==> src/rtl/serial_rx_if.sv <==
// Bundle between the serial receive front end and its consumer: synchronized
// line, read strobe, received word and status flags.
interface serial_rx_if #(
   parameter int NUM_DATA_BITS = 8
);
   logic                     serial_in;
   logic                     data_read;
   logic [NUM_DATA_BITS-1:0] rx_data;
   logic                     data_ready;
   logic                     framing_error;
   logic                     overrun_error;

   modport master (
      output serial_in,
      output data_read,
      input  rx_data,
      input  data_ready,
      input  framing_error,
      input  overrun_error
   );

   modport slave (
      input  serial_in,
      input  data_read,
      output rx_data,
      output data_ready,
      output framing_error,
      output overrun_error
   );
endinterface

==> src/rtl/serial_rx_ctrl.sv <==
// Serial receiver: start-edge detect, mid-bit sampling of an LSB-first frame,
// stop-bit check and a ready/read handshake with framing/overrun flags.
module serial_rx_ctrl #(
   parameter int NUM_DATA_BITS = 8,
   parameter int CLKS_PER_BIT  = 10
) (
   input  logic        clk,
   input  logic        n_rst,
   serial_rx_if.slave  bus
);
   localparam int TMR_W = $clog2(CLKS_PER_BIT);
   localparam int CNT_W = $clog2(NUM_DATA_BITS + 1);
   localparam logic [TMR_W-1:0] HALF_M1  = TMR_W'(CLKS_PER_BIT / 2 - 1);
   localparam logic [TMR_W-1:0] FULL_M1  = TMR_W'(CLKS_PER_BIT - 1);
   localparam logic [CNT_W-1:0] LAST_BIT = CNT_W'(NUM_DATA_BITS - 1);

   typedef enum logic [1:0] {IDLE, START_CHK, RECV, STOP_CHK} state_t;

   state_t                   state, state_nxt;
   logic [TMR_W-1:0]         timer;
   logic [CNT_W-1:0]         bit_cnt;
   logic                     serial_p0;
   logic [NUM_DATA_BITS-1:0] shift_reg;

   logic start_edge, sample_pt, start_ok, shift_en, load, frame_bad, rd_ack;

   assign start_edge = serial_p0 && !bus.serial_in;
   assign rd_ack     = bus.data_read && bus.data_ready;

   // State register
   always_ff @(posedge clk or negedge n_rst) begin
      if (!n_rst) state <= IDLE;
      else        state <= state_nxt;
   end

   // Next-state logic
   always_comb begin
      state_nxt = state;
      case (state)
         IDLE:      if (start_edge) state_nxt = START_CHK;
         START_CHK: if (timer == HALF_M1) state_nxt = bus.serial_in ? IDLE : RECV;
         RECV:      if (timer == FULL_M1 && bit_cnt == LAST_BIT) state_nxt = STOP_CHK;
         STOP_CHK:  if (timer == FULL_M1) state_nxt = IDLE;
         default:   state_nxt = IDLE;
      endcase
   end

   // Per-state strobes; the first sample is half a bit in, the rest a full bit apart
   always_comb begin
      sample_pt = 1'b0;
      start_ok  = 1'b0;
      shift_en  = 1'b0;
      load      = 1'b0;
      frame_bad = 1'b0;
      case (state)
         START_CHK: begin
            sample_pt = (timer == HALF_M1);
            start_ok  = sample_pt && !bus.serial_in;
         end
         RECV: begin
            sample_pt = (timer == FULL_M1);
            shift_en  = sample_pt;
         end
         STOP_CHK: begin
            sample_pt = (timer == FULL_M1);
            load      = sample_pt && bus.serial_in;
            frame_bad = sample_pt && !bus.serial_in;
         end
         default: ;
      endcase
   end

   // Edge register and counters
   always_ff @(posedge clk or negedge n_rst) begin
      if (!n_rst) begin
         serial_p0 <= 1'b1;
         timer     <= '0;
         bit_cnt   <= '0;
      end else begin
         serial_p0 <= bus.serial_in;
         if (state == IDLE || sample_pt) timer <= '0;
         else                            timer <= timer + TMR_W'(1);
         if (state == IDLE)  bit_cnt <= '0;
         else if (shift_en)  bit_cnt <= bit_cnt + CNT_W'(1);
      end
   end

   always_ff @(posedge clk) begin
      if (shift_en)
         shift_reg <= (shift_reg >> 1) | (NUM_DATA_BITS'(bus.serial_in) << (NUM_DATA_BITS - 1));
   end

   // Output word and status flags; a read coincident with a load acknowledges the old word
   always_ff @(posedge clk or negedge n_rst) begin
      if (!n_rst) begin
         bus.rx_data       <= '0;
         bus.data_ready    <= 1'b0;
         bus.framing_error <= 1'b0;
         bus.overrun_error <= 1'b0;
      end else begin
         if (load) begin
            bus.rx_data    <= shift_reg;
            bus.data_ready <= 1'b1;
         end else if (rd_ack) begin
            bus.data_ready <= 1'b0;
         end

         if (load && bus.data_ready && !bus.data_read) bus.overrun_error <= 1'b1;
         else if (rd_ack)                              bus.overrun_error <= 1'b0;

         if (start_ok)       bus.framing_error <= 1'b0;
         else if (frame_bad) bus.framing_error <= 1'b1;
      end
   end
endmodule

==> src/flat_wrapper.sv <==
// flat-port wrapper written by rule: the top's interface ports become plain ports
module serial_rx_ctrl_flat 
#(
   parameter int NUM_DATA_BITS = 8,
   parameter int CLKS_PER_BIT  = 10
)
  (clk, n_rst, bus_serial_in, bus_data_read, bus_rx_data, bus_data_ready, bus_framing_error, bus_overrun_error);
  serial_rx_if #(.NUM_DATA_BITS(NUM_DATA_BITS)) bus_i ();
  input  logic clk;
  input  logic n_rst;
  input wire logic [$bits(bus_i.serial_in)-1:0] bus_serial_in;
  input wire logic [$bits(bus_i.data_read)-1:0] bus_data_read;
  output wire logic [$bits(bus_i.rx_data)-1:0] bus_rx_data;
  output wire logic [$bits(bus_i.data_ready)-1:0] bus_data_ready;
  output wire logic [$bits(bus_i.framing_error)-1:0] bus_framing_error;
  output wire logic [$bits(bus_i.overrun_error)-1:0] bus_overrun_error;
  assign bus_i.serial_in = bus_serial_in;
  assign bus_i.data_read = bus_data_read;
  assign bus_rx_data = bus_i.rx_data;
  assign bus_data_ready = bus_i.data_ready;
  assign bus_framing_error = bus_i.framing_error;
  assign bus_overrun_error = bus_i.overrun_error;
  serial_rx_ctrl #(.NUM_DATA_BITS(NUM_DATA_BITS), .CLKS_PER_BIT(CLKS_PER_BIT)) u_core (.clk(clk), .n_rst(n_rst), .bus(bus_i));
endmodule
==> config.mk <==
export PLATFORM = sky130hd
export DESIGN_NAME = serial_rx_ctrl_flat
export DESIGN_NICKNAME = d
export VERILOG_FILES = /design/src/rtl/serial_rx_if.sv /design/src/rtl/serial_rx_ctrl.sv /design/src/flat_wrapper.sv
export SDC_FILE = /design/constraint.sdc
export NUM_CORES = 1
export LEC_CHECK = 0
export CORE_MARGIN = 1
export CORE_UTILIZATION = 53
export DETAILED_ROUTE_END_ITERATION = 8
export GPL_TIMING_DRIVEN = 0
export HOLD_SLACK_MARGIN = 0.08
export PLACE_DENSITY = 0.76
export SLEW_MARGIN = 0
export SYNTH_ARGS = -nofsm -noshare
export SYNTH_HDL_FRONTEND = slang
export SYNTH_SLANG_ARGS = --single-unit
==> constraint.sdc <==
create_clock -name clk -period 2.19 [get_ports clk]
set_clock_uncertainty 0.15 [all_clocks]
set_input_delay 0.438 -clock clk [delete_from_list [all_inputs] [get_ports clk]]
set_output_delay 0.438 -clock clk [all_outputs]
set_load 0.01 [all_outputs]
==> run metrics <==
postcts setup bufs 0; antenna violations before repair 0; total leakage power ~0.00065 µW; Mapped Cells 85; n_diodes 0; chip width ~50 µm; top achievable clock speed between 500 and 600 MHz; Tcrit/Tclk final a little under nine tenths; chip height 50.35 µm; Max Fanout on Critical Path 12; top_reg_cell synth dfrtp_1; Antenna Violating Nets Remaining 0; sequential fraction of the synthesis area 63.94%; Port Buffer Count 14; Final Hold Vio Count 0; Reg2Reg Depth 4; Post-synth EDFFs 8; Mapped Area 0.001239 mm²; global-route wire length before repair approximately 3300 µm; syn_nets 93; Worst slew margin 34.96%; PnR worst setup slack 0.3216 ns; DR WL/cell between 10 and 15 µm; Req. time, crit path ~2.0 ns; Resize count post-CTS 0; Cell Pwr Density about 660 mW/mm²; Warnings, synthesis 0; Routed WL slightly below 2000 µm; Hold Path Class register to register; Starting Density approximately 56%; max-cap violation count 0; Synth Register Bits 30; Worst setup SP type register; final routed DRC violation total 0; CTS max path bufs 2; Clock Tree Root clkbuf_4; hold-critical path depth 0; clk sink count 30; Least-Margin Pin Slew between 0.9 and 1 ns; vias about 740; drt pass-1 iters 4; Slew Limit Fails 0; CP Data Arrival Time 1.68 ns; fin area 0.001480 mm²; io pins 15; RD Place Congestion about 0.74; Skew-Pair Late Insertion Delay 0.32 ns; CTS tree done; Placement Setup Slack 0.1120 ns; Synth async-reset ratio between 70 and 80%; Initial DRC Count 3; CP Capture Type register; status finished clean; placed instance area 0.001414 mm²; placed insts around 130; Final #Nets ~110; clock transition at the registers of the reported paths around 0.090 ns; RSZ-0062 raised after global routing no; Via density 5.504; # hold bufs at CTS 0; Synth-to-Final Area Change 19.49%; Unique masters post-synth 31; Rows 17; Min Hold Slack between 0.3 and 0.4 ns; vias in the first global route 730; Num CTS Buffers 5; area of the die between 0.002 and 0.003 mm²; share of post-route cells with drive strength above 1 about a quarter; core outline area around 0.0022 mm²; gr usage total about a fifth; final setup vio count 0; CTS H-tree lvls 2; total grt overflow 0; mean cell area of the mapped netlist between 10 and 15 µm²; setup TNS 0 ns; fin cells between 100 and 150; HPWL after DPL 1313 µm; Setup CP Type register to register; largest net degree at the start of global routing 23; VDD IR-drop max a little under 0.5 mV; fin crit period 1.868 ns
==> metal layers <==
layer  vias up  global-route usage (%)  share of wire (%)  wire length, µm
met5         -                       0                  0                0
met4         0                   9.722                1.6               31
met3         7                   7.273                4.1               79
met2        18                   27.11                 44              859
met1       369                   24.03                 50              963
li1        349                       -                  -                -
==> worst paths after layout <==
check                                         startpoint                                    to  slack, ns
setup / recovery               u_core.timer[1]$_DFF_PN0_         u_core.shift_reg[4]$_DFFE_PP_       0.32
hold / removal             u_core.shift_reg[6]$_DFFE_PP_         u_core.shift_reg[5]$_DFFE_PP_       0.31
setup reg to reg               u_core.timer[1]$_DFF_PN0_         u_core.shift_reg[4]$_DFFE_PP_       0.32
hold reg to reg            u_core.shift_reg[6]$_DFFE_PP_         u_core.shift_reg[5]$_DFFE_PP_       0.31
max in group asynchronous                          n_rst             u_core.timer[2]$_DFF_PN0_       0.80
min in group asynchronous                          n_rst  u_core.bus.framing_error$_DFFE_PN0P_       0.50
==> power breakdown <==
part,internal [µW],leakage [µW],switching (µW),total (µW)
clock,154,0.0000343,185,339
sequential,579,0.000374,5.51,585
combinational,19.6,0.000242,33.4,53.0
==> cell families (layout without fill, tap and decap cells) <==
group / after synthesis / after routing / share of synthesized area, %
adder cells (fa/ha/maj): 4 / 4 / 4.041
AO/OA/AOI/OAI: 11 / 11 / 6.668
multiplexers: 10 / 10 / 9.091
AND/OR/NAND/NOR: 20 / 20 / 11.82
XOR/XNOR: 3 / 3 / 2.122
buffers and inverters: 7 / 29 / 2.323
flip-flops: 30 / 30 / 63.94
==> area by class of cell <==
class	count	area [µm²]
flip-flops and latches	30	792.0
fillers	167	732.0
multi-input cells	48	420.4
repair buffers	14	140.1
clock buffers	6	51.30
well taps	28	35.03
inverters	5	18.77
clock inverters	2	12.51
plain buffers	2	10.01
==> cell usage in the layout, fill, tap and decap left out, types with 2 or more instances in the layout <==
cell,n
mux2_2,10
nand4b_1,2
nand3_1,2
clkbuf_4,5
a22o_1,2
dfrtp_1,21
a21o_2,2
edfxtp_1,8
ha_1,4
inv_1,5
a21oi_1,2
nor2_1,5
clkdlybuf4s50_1,14
xnor2_1,2
==> synthesized netlist by cell type, types with 2 or more instances <==
library cell	n	area, µm²
ha_1	4	50.05
edfxtp_1	8	240.2
xnor2_1	2	17.52
a22o_1	2	17.52
nand4b_1	2	17.52
mux2_2	10	112.6
inv_1	5	18.77
a21oi_1	2	10.01
a21o_2	2	17.52
nand3_1	2	10.01
dfrtp_1	21	525.5
nor2_1	6	22.52
==> critical path: stages (launching register included) <==
cell	delay [ns]
dfrtp_1	0.41
inv_1	0.08
ha_1	0.20
nand4b_1	0.19
nor2_2	0.48
==> stage by stage <==
stage	utilization (%)	total power (µW)
2_1_floorplan	-	625.2
3_3_place_gp	63.91	647.7
3_5_place_dp	63.91	648.7
4_1_cts	66.80	987.5
5_1_grt	66.91	1019
6_report	66.91	976.6
Power figures use the tool's default switching activity.
